===== config.mk =====
export PLATFORM = sky130hd
export DESIGN_NAME = nco_phase_cfg_responder
export DESIGN_NICKNAME = d
export VERILOG_FILES = /design/src/rtl/nco_pkg.sv /design/src/rtl/nco_phase_acc.sv /design/src/rtl/nco_phase_cfg_responder.sv
export SDC_FILE = /design/constraint.sdc
export NUM_CORES = 1
export LEC_CHECK = 0
export CAP_MARGIN = 40
export CELL_PAD_IN_SITES_DETAIL_PLACEMENT = 0
export CELL_PAD_IN_SITES_GLOBAL_PLACEMENT = 1
export CORE_AREA = 2 2 133 135
export CTS_BUF_LIST = sky130_fd_sc_hd__clkbuf_8 sky130_fd_sc_hd__clkbuf_16
export CTS_CLUSTER_DIAMETER = 60
export DETAILED_ROUTE_END_ITERATION = 8
export DIE_AREA = 0 0 135 137
export GPL_ROUTABILITY_DRIVEN = 0
export PLACE_DENSITY = 0.89
export REMOVE_ABC_BUFFERS = 1
export SKIP_CTS_REPAIR_TIMING = 1
export SLEW_MARGIN = 20
export SYNTH_ARGS = -nofsm -noshare
export SYNTH_HDL_FRONTEND = slang
export SYNTH_SLANG_ARGS = --single-unit

===== constraint.sdc =====
create_clock -name CLK -period 3.9 [get_ports CLK]
set_input_delay 0.39 -clock CLK [delete_from_list [all_inputs] [get_ports CLK]]
set_output_delay 0.39 -clock CLK [all_outputs]
set_load 0.01 [all_outputs]

===== src/rtl/nco_pkg.sv =====
// Shared definitions for the NCO configuration responder.
//   - default datapath widths and abort timeout
//   - loader control-code encodings
//   - handshake state encoding
package nco_pkg;

  localparam int unsigned NCO_FRE_W   = 32;
  localparam int unsigned NCO_PHA_W   = 32;
  localparam int unsigned NCO_OUT_W   = 16;
  localparam int unsigned NCO_TIMEOUT = 15;

  typedef enum logic [1:0] {
    CTL_IDLE    = 2'b00,
    CTL_ARM     = 2'b01,
    CTL_COMMIT  = 2'b10,
    CTL_ILLEGAL = 2'b11
  } ctl_e;

  typedef enum logic [1:0] {
    ST_IDLE  = 2'b00,
    ST_ARMED = 2'b01,
    ST_APPLY = 2'b10
  } state_e;

endpackage


===== src/rtl/nco_phase_acc.sv =====
// Phase accumulator with load/advance mux and truncated output register.
// Ports:
//   CLK, nRST   clock, asynchronous active-low reset
//   run_en      advance acc by inc when not loading
//   load        take load_inc/load_acc this cycle (overrides advance)
//   load_inc    new frequency tuning word
//   load_acc    new accumulator (phase) value
//   phase_out   registered accumulator MSBs
module nco_phase_acc
  import nco_pkg::*;
#(
  parameter int unsigned ACC_W = NCO_FRE_W,
  parameter int unsigned OUT_W = NCO_OUT_W
) (
  input  logic             CLK,
  input  logic             nRST,
  input  logic             run_en,
  input  logic             load,
  input  logic [ACC_W-1:0] load_inc,
  input  logic [ACC_W-1:0] load_acc,
  output logic [OUT_W-1:0] phase_out
);

  logic [ACC_W-1:0] acc_q, acc_d;
  logic [ACC_W-1:0] inc_q, inc_d;
  logic [OUT_W-1:0] phase_q, phase_d;

  // Load wins over advance; the sum wraps modulo 2^ACC_W.
  always_comb begin
    acc_d   = acc_q;
    inc_d   = inc_q;
    phase_d = acc_q[ACC_W-1 -: OUT_W];
    if (load) begin
      acc_d = load_acc;
      inc_d = load_inc;
    end else if (run_en) begin
      acc_d = acc_q + inc_q;
    end
  end

  always_ff @(posedge CLK or negedge nRST) begin
    if (!nRST) begin
      acc_q   <= '0;
      inc_q   <= '0;
      phase_q <= '0;
    end else begin
      acc_q   <= acc_d;
      inc_q   <= inc_d;
      phase_q <= phase_d;
    end
  end

  assign phase_out = phase_q;

endmodule


===== src/rtl/nco_phase_cfg_responder.sv =====
// Responder end of the NCO arm/commit configuration handshake. Accepts an
// arm, then a commit carrying frequency/phase words, applies them to the
// phase accumulator and reports ACK/Done; flags protocol errors.
// Ports:
//   CLK, nRST         clock, asynchronous active-low reset
//   configCtl_ctl     00 idle, 01 arm, 10 commit, 11 illegal
//   configFreqMod     frequency tuning word (sampled on commit)
//   configPhasMod     phase load value (sampled on commit)
//   run_en            accumulator advance enable
//   err_clr           clears cfg_err (a same-cycle error wins)
//   isConfigACK_ctl   high from accepted arm until Done or abort
//   isConfigDone_ctl  one-cycle pulse when the new words are active
//   phase_out         registered accumulator MSBs
//   phase_valid       set once a configuration has been applied
//   cfg_err           sticky protocol error
module nco_phase_cfg_responder
  import nco_pkg::*;
#(
  parameter int unsigned FRE_MOD_WIDTH  = NCO_FRE_W,
  parameter int unsigned PHA_MOD_WIDTH  = NCO_PHA_W,
  parameter int unsigned OUTPUT_WIDTH   = NCO_OUT_W,
  parameter int unsigned TIMEOUT_CYCLES = NCO_TIMEOUT
) (
  input  logic                     CLK,
  input  logic                     nRST,
  input  logic [1:0]               configCtl_ctl,
  input  logic [FRE_MOD_WIDTH-1:0] configFreqMod,
  input  logic [PHA_MOD_WIDTH-1:0] configPhasMod,
  input  logic                     run_en,
  input  logic                     err_clr,
  output logic                     isConfigACK_ctl,
  output logic                     isConfigDone_ctl,
  output logic [OUTPUT_WIDTH-1:0]  phase_out,
  output logic                     phase_valid,
  output logic                     cfg_err
);

  localparam int unsigned CNT_W = $clog2(TIMEOUT_CYCLES + 1);
  localparam logic [CNT_W-1:0] CNT_LAST = CNT_W'(TIMEOUT_CYCLES - 1);

  ctl_e ctl;
  assign ctl = ctl_e'(configCtl_ctl);

  state_e                   state_q, state_d;
  logic [CNT_W-1:0]         cnt_q, cnt_d;
  logic [FRE_MOD_WIDTH-1:0] shadow_freq_q, shadow_freq_d;
  logic [FRE_MOD_WIDTH-1:0] shadow_pha_q, shadow_pha_d;
  logic                     ack_q, ack_d;
  logic                     done_q, done_d;
  logic                     valid_q, valid_d;
  logic                     err_q, err_d;
  logic                     err_set;
  logic                     load;

  // State register.
  always_ff @(posedge CLK or negedge nRST) begin
    if (!nRST) state_q <= ST_IDLE;
    else       state_q <= state_d;
  end

  // Next-state logic.
  always_comb begin
    state_d = state_q;
    unique case (state_q)
      ST_IDLE: begin
        if (ctl == CTL_ARM) state_d = ST_ARMED;
      end
      ST_ARMED: begin
        unique case (ctl)
          CTL_COMMIT:  state_d = ST_APPLY;
          CTL_ILLEGAL: state_d = ST_IDLE;
          CTL_IDLE:    if (cnt_q == CNT_LAST) state_d = ST_IDLE;
          CTL_ARM:     state_d = ST_ARMED;
        endcase
      end
      ST_APPLY: state_d = ST_IDLE;
      default:  state_d = ST_IDLE;
    endcase
  end

  // Handshake, shadow, counter and error next values.
  always_comb begin
    cnt_d         = cnt_q;
    shadow_freq_d = shadow_freq_q;
    shadow_pha_d  = shadow_pha_q;
    ack_d         = ack_q;
    done_d        = 1'b0;
    valid_d       = valid_q;
    err_set       = 1'b0;
    load          = 1'b0;
    unique case (state_q)
      ST_IDLE: begin
        unique case (ctl)
          CTL_ARM: begin
            ack_d = 1'b1;
            cnt_d = '0;
          end
          CTL_COMMIT, CTL_ILLEGAL: err_set = 1'b1;
          CTL_IDLE: ;
        endcase
      end
      ST_ARMED: begin
        unique case (ctl)
          CTL_COMMIT: begin
            shadow_freq_d = configFreqMod;
            shadow_pha_d  = FRE_MOD_WIDTH'(configPhasMod);
          end
          CTL_ARM: cnt_d = '0;
          CTL_ILLEGAL: begin
            err_set = 1'b1;
            ack_d   = 1'b0;
          end
          CTL_IDLE: begin
            if (cnt_q == CNT_LAST) begin
              err_set = 1'b1;
              ack_d   = 1'b0;
            end else begin
              cnt_d = cnt_q + CNT_W'(1);
            end
          end
        endcase
      end
      ST_APPLY: begin
        load    = 1'b1;
        done_d  = 1'b1;
        ack_d   = 1'b0;
        valid_d = 1'b1;
      end
      default: ;
    endcase
    // Set has priority over clear.
    err_d = (err_q & ~err_clr) | err_set;
  end

  always_ff @(posedge CLK or negedge nRST) begin
    if (!nRST) begin
      cnt_q         <= '0;
      shadow_freq_q <= '0;
      shadow_pha_q  <= '0;
      ack_q         <= 1'b0;
      done_q        <= 1'b0;
      valid_q       <= 1'b0;
      err_q         <= 1'b0;
    end else begin
      cnt_q         <= cnt_d;
      shadow_freq_q <= shadow_freq_d;
      shadow_pha_q  <= shadow_pha_d;
      ack_q         <= ack_d;
      done_q        <= done_d;
      valid_q       <= valid_d;
      err_q         <= err_d;
    end
  end

  nco_phase_acc #(
    .ACC_W (FRE_MOD_WIDTH),
    .OUT_W (OUTPUT_WIDTH)
  ) u_acc (
    .CLK       (CLK),
    .nRST      (nRST),
    .run_en    (run_en),
    .load      (load),
    .load_inc  (shadow_freq_q),
    .load_acc  (shadow_pha_q),
    .phase_out (phase_out)
  );

  assign isConfigACK_ctl  = ack_q;
  assign isConfigDone_ctl = done_q;
  assign phase_valid      = valid_q;
  assign cfg_err          = err_q;

endmodule


==> summary by stage, run 1 <==
Clock tree
TritonCTS built the clock tree. The total number of H-tree levels is 4. The cell at the root of the clock tree is sky130_fd_sc_hd__clkbuf_16. TritonCTS created 17 clock buffers. The worst-case clock buffer depth is 2. The post-CTS clock slew at the launch and capture registers of the worst setup and hold paths is 0.06 ns. The clock latency at the later pin of the worst-skew pair is 0.42 ns. The number of clock sinks is 154.

Timing
The tightest hold path in the finished design has a slack of -0.01969 ns. The worst relative slew slack is 0.5284. The final worst clock skew is 0.009417 ns.

For the final routed database, the setup TNS stands at 0 ns. At the pin with the least slew margin, the transition time is 0.7074 ns. The final period demand of the worst path is 3.048 ns. The final-report hold violation count is 8. The maximum frequency from static timing analysis is 0.3281 GHz. In the finished design, the share of the clock period the worst path needs comes to 0.7815.

Setup repair after global routing left no endpoint under its margin. The max-slew violation total from the final report came to 0. Setup violations remaining at the end of the flow were counted as 0.

Die
The starting utilization of the core area is 0.4457. The I/O pin count is 90. In this run the core area contains 48 standard-cell rows. The area of the core is 0.01706 sq mm. The floorplan step defined a die boundary enclosing 0.01850 sq mm.

The die height is 137 microns. Measured along the x axis, the die boundary spans 135 microns.

Detailed routing
After detailed routing, the number of remaining DRC violations is 0. Summing over every cut layer, the via total after detailed routing is 5214. After the first detailed-routing iteration, the DRC count stood at 189.

The wire length reported by the detailed router is 15290 microns. The average vias per placed instance is 5.326. In this run the remaining antenna-violating nets after routing total 0. The average wire per cell in the routed design is 15.62 microns. The number of detailed-route iterations in the first pass is 4.

Setup path
The most critical setup path has its endpoint at u_acc.acc_q[26]. The count of cell instances traversed by the critical path is 11. The depth of the worst register-to-register path is 11. The source of the worst register-to-register timing path is u_acc.inc_q[0]. Walking the worst path, the cells encountered are ha_1 > fa_1 > a211oi_1 > o21bai_1 > a21oi_1 > o21a_2 > a211oi_4 > nor3_2 > o21bai_2 > mux2i_1 > a221o_1. The element type at the critical path start is a register. On the critical path the largest part of the delay comes from compound AO/OA/AOI/OAI gates. The startpoint of the worst setup timing path is u_acc.inc_q[0]. Data on the critical path arrives at its endpoint at 3.36 ns. The critical path is of the register to register type.

For the worst setup path, the data required time is 4.21 ns. The maximum cell stage delay along the critical path is 0.42 ns. The critical path endpoint category is a register.

For this design, the slowest cell found on the critical path is sky130_fd_sc_hd__fa_1. The worst reg-to-reg setup slack is 0.85 ns. The number of buffer and inverter stages on the critical path is 0. The critical-path maximum fanout is 4. In this run the critical register-to-register path is captured at u_acc.acc_q[26].

GRT
The number of antenna violations at the first check in global routing is 0. The overall fraction of global-route tracks in use is 0.1772. The via count of the first global-routing pass was 5388. The total overflow left after global routing is 0. The largest net degree at the start of global routing is 79.

The first global-routing pass estimated 26020 microns of wire.

Min path
The type of the tightest min-delay check is input pin to async pin.

Power
Summed over all cells, the static leakage comes to 0.004110 uW. The total power is 8620 uW. In this run the power density over the cells is 917.6 mW/mm^2. The maximum VDD drop is 0.4241 mV.

Layout
The total number of nets in the final design is 855. The final core area utilization is 0.5508. Of the cells placed in the final design, the portion with a size suffix greater than 1 is 0.2003. Summing all non-filler instances in the final layout gives an area of 0.009394 sq mm. The area growth from synthesis to layout is 23.57%. The number of antenna diodes in the final layout is 0.

Synth
Yosys instantiated no cell more often than sky130_fd_sc_hd__dfrtp_1. The cell count after synthesis is 652. The synthesized area divided by synthesized cell count is 11.66 sq um. The biggest area contributor in the post-synthesis netlist is sky130_fd_sc_hd__dfrtp_1.

The post-synthesis sequential area ratio is 0.5069. Of the post-synthesis cell area, the dominant cell type holds 0.5069. For this run, the number of Yosys warnings is 0. The number of synthesized flops with an enable pin is 0.

By count the netlist is led by sky130_fd_sc_hd__dfrtp_1 (154), sky130_fd_sc_hd__mux2_2 (97), sky130_fd_sc_hd__nand2_1 (50). The number of synthesized register bits is 154. The synthesized netlist occupies a cell area of 0.007602 sq mm. After synthesis, the cell types taking the most area are sky130_fd_sc_hd__dfrtp_1 (51%), sky130_fd_sc_hd__mux2_2 (14%), sky130_fd_sc_hd__ha_1 (7.1%).

The most used flip-flop cell after synthesis is sky130_fd_sc_hd__dfrtp_1. The number of unique standard cell types used by synthesis is 59. Counting flops with an async set or reset pin after synthesis yields a share of 1.000.

Run status
The checks that failed: hold timing. The run finished, with violations left.

Placed design
The instance area at placement is 0.008748 sq mm. Input and output buffers added on the ports amount to 89. The detailed-placement wirelength estimate is 10930 microns.

Job
The number of max-capacitance violations reported is 0.
-- flip-flops by register name, summed over array words and instances (netlist names) --
name / count
state_q: 2
isConfigDone_ctl: 1
u_acc.inc_q: 32
u_acc.phase_out: 16
cfg_err: 1
shadow_freq_q: 32
cnt_q: 4
shadow_pha_q: 32
isConfigACK_ctl: 1
u_acc.acc_q: 32
phase_valid: 1
-- layer usage --
metal	wire length, microns	track usage
met3	590	0.04222
met5	0	0
met4	245	0.06134
met2	7451	0.2953
met1	7003	0.2277
-- power breakdown --
group | leakage (uW) | switching (uW) | internal, uW | total, uW
combinational | 0.00193 | 2010 | 1950 | 3970
clock | 0.000321 | 661 | 1110 | 1770
sequential | 0.00186 | 476 | 2400 | 2880
total | 0.00411 | 3150 | 5470 | 8620
-- cell families (layout without fill, tap and decap cells) --
family	count (synthesis)	in the layout	synth area share
simple gates	124	124	0.07686
mux	114	114	0.1661
flops	154	154	0.5069
buf+inv	38	140	0.01959
compound gates	156	156	0.1318
fa+ha+maj	44	44	0.07340
xor+xnor	22	22	0.02534
-- layout by cell type (no fill, tap or decap), drive strengths merged, types with 4 or more instances in the layout --
| master | synthesis | layout |
|---|---|---|
| dfrtp | 154 | 154 |
| mux2 | 97 | 97 |
| clkdlybuf4s50 | 0 | 88 |
| nand2 | 51 | 51 |
| o21ai | 47 | 47 |
| ha | 43 | 43 |
| a21oi | 41 | 41 |
| nor2 | 27 | 27 |
| clkbuf | 21 | 19 |
| mux2i | 17 | 17 |
| xnor2 | 17 | 17 |
| inv | 13 | 16 |
| a21o | 15 | 15 |
| nand3 | 12 | 12 |
| nor2b | 7 | 7 |
| a22oi | 7 | 7 |
| a211oi | 7 | 7 |
| buf | 4 | 7 |
| clkinv | 0 | 6 |
| xor2 | 5 | 5 |
| nor3 | 5 | 5 |
| o21bai | 5 | 5 |
| nand2b | 4 | 4 |
| a31oi | 4 | 4 |
| bufinv | 0 | 4 |
| or3 | 4 | 4 |
-- worst min path at each step --
stage,endpoint,slack [ns],cells after the start
CTS,shadow_freq_q[29],0.002,1
global placement,u_acc.phase_out[6],0.39,0
global route,isConfigDone_ctl,0.02,1
finish,shadow_freq_q[29],-0.02,1
floorplan,cfg_err,0.09,0
detailed placement,u_acc.phase_out[11],0.39,0
-- final cells by class --
| class | count | area, sq um |
|---|---|---|
| well taps | 225 | 281.5 |
| inverters | 13 | 48.80 |
| multi-input cells | 460 | 3615 |
| clock buffers | 19 | 452.9 |
| clock inverters | 13 | 192.7 |
| fillers | 1450 | 7662 |
| flip-flops and latches | 154 | 3854 |
| repair buffers | 95 | 949.7 |
-- per-stage QoR --
stage                     instances  setup WS [ns]  hold WS [ns]
after floorplan                 627         0.7283       0.09441
after global placement          947         0.9211        0.3905
after detailed placement        947         0.9045        0.3900
after CTS                       979         0.8673      0.001514
after global routing            979         0.6313       0.02372
final                           979         0.8522      -0.01969
(Power assumes the default switching activity.)
==> run 2, diff against run 1 <==
Settings changed: CORE_AREA 2 2 133 135 to 2 2 140 142, DIE_AREA 0 0 135 137 to 0 0 142 144, PLACE_DENSITY 0.89 to 0.85.
Clock period 3.9 ns to 2.73 ns, I/O delays scaled along.
==> run 2 against run 1 <==
The flow now finishes without violations. Sequential share of layout area is 1.6 points lower. Total power is 51% higher. Hold slack better by 0.43 ns. Largest cell class unchanged. Largest power group unchanged. Highest routed layer unchanged.
==> summary by stage, run 2 (synthesis gave the netlist of run 1 again) <==
Placed design
The instance area at placement came to 0.008985 sq mm (was 0.008748 sq mm). The detailed-placement wirelength estimate is 11360 microns (was 10930 microns). The number of buffer cells added on primary ports is 89 (unchanged).

Timing
The maximum frequency from static timing analysis came to 0.3831 GHz (was 0.3281 GHz). The transition time at the pin with the least slew margin was 0.6441 ns (was 0.7074 ns). The number of setup violations in the final report came to 0 (unchanged).

The setup TNS after final layout is 0 ns (unchanged). The max-slew violation total from the final report is 0 (unchanged). The final-report hold violation count is 0 (was 8). The worst relative slew slack is 0.5706 (was 0.5284). The final period demand of the worst path is 2.610 ns (was 3.048 ns). The final clock period utilization by the worst path is 0.9561 (was 0.7815).

The final worst clock skew is 0.01066 ns (was 0.009417 ns). Unrepaired setup endpoints after global routing: yes (was no).

GRT
The largest net degree at the start of global routing is 69 (was 79). The first-pass GRT wire length is 26300 microns (was 26020 microns). The overall fraction of global-route tracks in use is 0.1634 (was 0.1772). The total global routing overflow is 0 (unchanged).

The number of antenna violations at the first check in global routing is 0 (unchanged). The via count of the first global-routing pass is 5305 (was 5388).

Detailed routing
The wire length reported by the detailed router is 16020 microns (was 15290 microns). The average vias per placed instance is 5.164 (was 5.326). The number of nets with antenna violations after routing is 0 (unchanged). The number of detailed-route iterations in the first pass was 4 (unchanged).

The total vias in the final route was 5278 (was 5214). The residual DRC count is 0 (unchanged). The average wire per cell in the routed design was 15.68 microns (was 15.62 microns).

The DRC marker count from the first detailed-route iteration is 284 (was 189).

Min path
The startpoint of the worst hold path is u_acc.acc_q[17]. The type of the tightest min-delay check is register to register (was input pin to async pin). The worst min-delay path endpoint is u_acc.phase_out[1]. The hold path depth is 0.

Setup path
The worst reg-to-reg setup slack came to 0.12 ns (was 0.85 ns). The maximum cell stage delay along the critical path is 0.55 ns (was 0.42 ns). The source of the worst register-to-register timing path is u_acc.acc_q[12] (was u_acc.inc_q[0]). The category of the critical setup timing path is register to register (unchanged). The cell at the slowest stage of the critical path is sky130_fd_sc_hd__or4_1 (was sky130_fd_sc_hd__fa_1). The element type at the critical path start is a register (unchanged). Critical-path cell list: ha_4 > nand2_1 > or4_1 > o21a_4 > a211oi_4 > nor3_2 > o21bai_2 > mux2i_1 > a221o_1 (was ha_1 > fa_1 > a211oi_1 > o21bai_1 > a21oi_1 > o21a_2 > a211oi_4 > nor3_2 > o21bai_2 > mux2i_1 > a221o_1). The critical-path maximum fanout came to 6 (was 4). The required arrival time at the worst endpoint was 3.03 ns (was 4.21 ns). The critical path endpoint category was a register (unchanged). The capturing point of the worst reg2reg path is u_acc.acc_q[26] (unchanged). The depth of the worst register-to-register path came to 9 (was 11).

The endpoint arrival time on the critical path was 2.91 ns (was 3.36 ns).

Die
The row count came to 51 (was 48). The area of the core is 0.01908 sq mm (was 0.01706 sq mm). The die height was 144 microns (was 137 microns). The I/O pin count came to 90 (unchanged). The overall die area was 0.02045 sq mm (was 0.01850 sq mm). The starting utilization of the core area is 0.3985 (was 0.4457). The width of the die is 142 microns (was 135 microns).

Power
The total leakage power came to 0.004249 uW (was 0.004110 uW). The maximum VDD drop is 0.5966 mV (was 0.4241 mV). The cell area power density was 1331 mW/mm^2 (was 917.6 mW/mm^2).

Clock tree
The clock latency at the later pin of the worst-skew pair is 0.42 ns (about the same). The post-CTS clock slew at the launch and capture registers of the worst setup and hold paths is 0.07 ns (was 0.06 ns). The total CTS buffers was 17 (unchanged). The total number of H-tree levels was 4 (unchanged). The worst-case clock buffer depth is 2 (unchanged). The clock tree from TritonCTS is done (unchanged). The cell at the root of the clock tree is sky130_fd_sc_hd__clkbuf_16 (unchanged).

The number of clock sinks came to 154 (unchanged).

Layout
The share of final-layout standard cells stronger than drive strength 1 is 0.2487 (was 0.2003). The summed area of non-filler cells in the final layout is 0.009768 sq mm (was 0.009394 sq mm). The count of antenna diodes in the layout is 0 (unchanged).

The synthesis-to-layout area growth is 28.49% (was 23.57%). The total number of nets in the final design is 886 (was 855). The fill cell total of the finished layout came to 1674 (was 1450).

The most common library cell in the layout ignoring fill and taps is sky130_fd_sc_hd__dfrtp_1 (unchanged). Most frequent cells in the layout: sky130_fd_sc_hd__dfrtp_1 (154), sky130_fd_sc_hd__mux2_2 (97), sky130_fd_sc_hd__clkdlybuf4s50_1 (88) (unchanged).

Job
The number of max-capacitance violations reported came to 0 (unchanged).

Run status
Result of the run: finished, final reports clean (was finished with violations).
[run 2: cell count changes in the layout (fill, tap and decap cells not counted), sizes merged]
| cell | change |
|---|---|
| buf | +30 |
| bufinv | -1 |
| clkinv | -2 |
| clkinvlp | +3 |
| dlygate4sd3 | +1 |
| inv | -1 |
[run 2: cell type report]
type / count / area [sq um] / share of cell area
Sequential cell: 154 / 3854 / 0.3945
Multi-Input combinational cell: 460 / 3754 / 0.3843
Timing Repair Buffer: 126 / 1210 / 0.1239
Clock buffer: 19 / 452.9 / 0.04637
Tap cell: 238 / 297.8 / 0.03049
Clock inverter: 12 / 151.4 / 0.01550
Inverter: 13 / 48.80 / 0.004996
[run 2: per-stage QoR]
| stage | setup WS [ns] | hold WS [ns] | power [uW] | cells | util |
|---|---|---|---|---|---|
| floorplan | -0.4417 | -0.02259 | 8247 | 627 | - |
| global placement | -0.04100 | 0.3158 | 10060 | 986 | 0.4709 |
| detailed placement | -0.09370 | 0.3191 | 10190 | 986 | 0.4709 |
| CTS | -0.1046 | -0.1356 | 12680 | 1017 | 0.5026 |
| global route | -0.05604 | 0.4310 | 14010 | 1022 | 0.5120 |
| finish | 0.1198 | 0.4096 | 13000 | 1022 | 0.5120 |
[run 2: layer usage]
metal | part of all wire | GRT usage | vias up
li1 | - | - | 2600
met1 | 0.49 | 0.2268 | 2565
met2 | 0.46 | 0.2522 | 95
met3 | 0.033 | 0.03675 | 18
met4 | 0.017 | 0.05842 | 0
met5 | 0 | 0 | -
[run 2: where the power goes]
group / internal (uW) / switching (uW) / total (uW)
clock network: 1480 / 936 / 2410
logic: 3370 / 3070 / 6450
registers: 3430 / 712 / 4140
total: 8280 / 4720 / 13000
[run 2: how the worst max path moves through the flow]
stage | cells past startpoint | end | slack, ns | startpoint
after global placement | 12 | u_acc.acc_q[26] | -0.04 | u_acc.inc_q[0]
after global routing | 12 | u_acc.acc_q[26] | -0.06 | u_acc.inc_q[0]
after detailed placement | 12 | u_acc.acc_q[12] | -0.09 | u_acc.inc_q[0]
final | 9 | u_acc.acc_q[26] | 0.12 | u_acc.acc_q[12]
after CTS | 12 | u_acc.acc_q[12] | -0.10 | u_acc.inc_q[0]
after floorplan | 4 | u_acc.acc_q[26] | -0.44 | state_q[0]
[run 2: critical path, delay by kind of cell, from the launching register on]
family                     cells  cell delay, ns
muxes                          1            0.09
AOI/OAI and AO/OA              4            0.94
DFF                            1            0.42
adders and majority gates      1            0.31
and+or+nand+nor                3            0.72
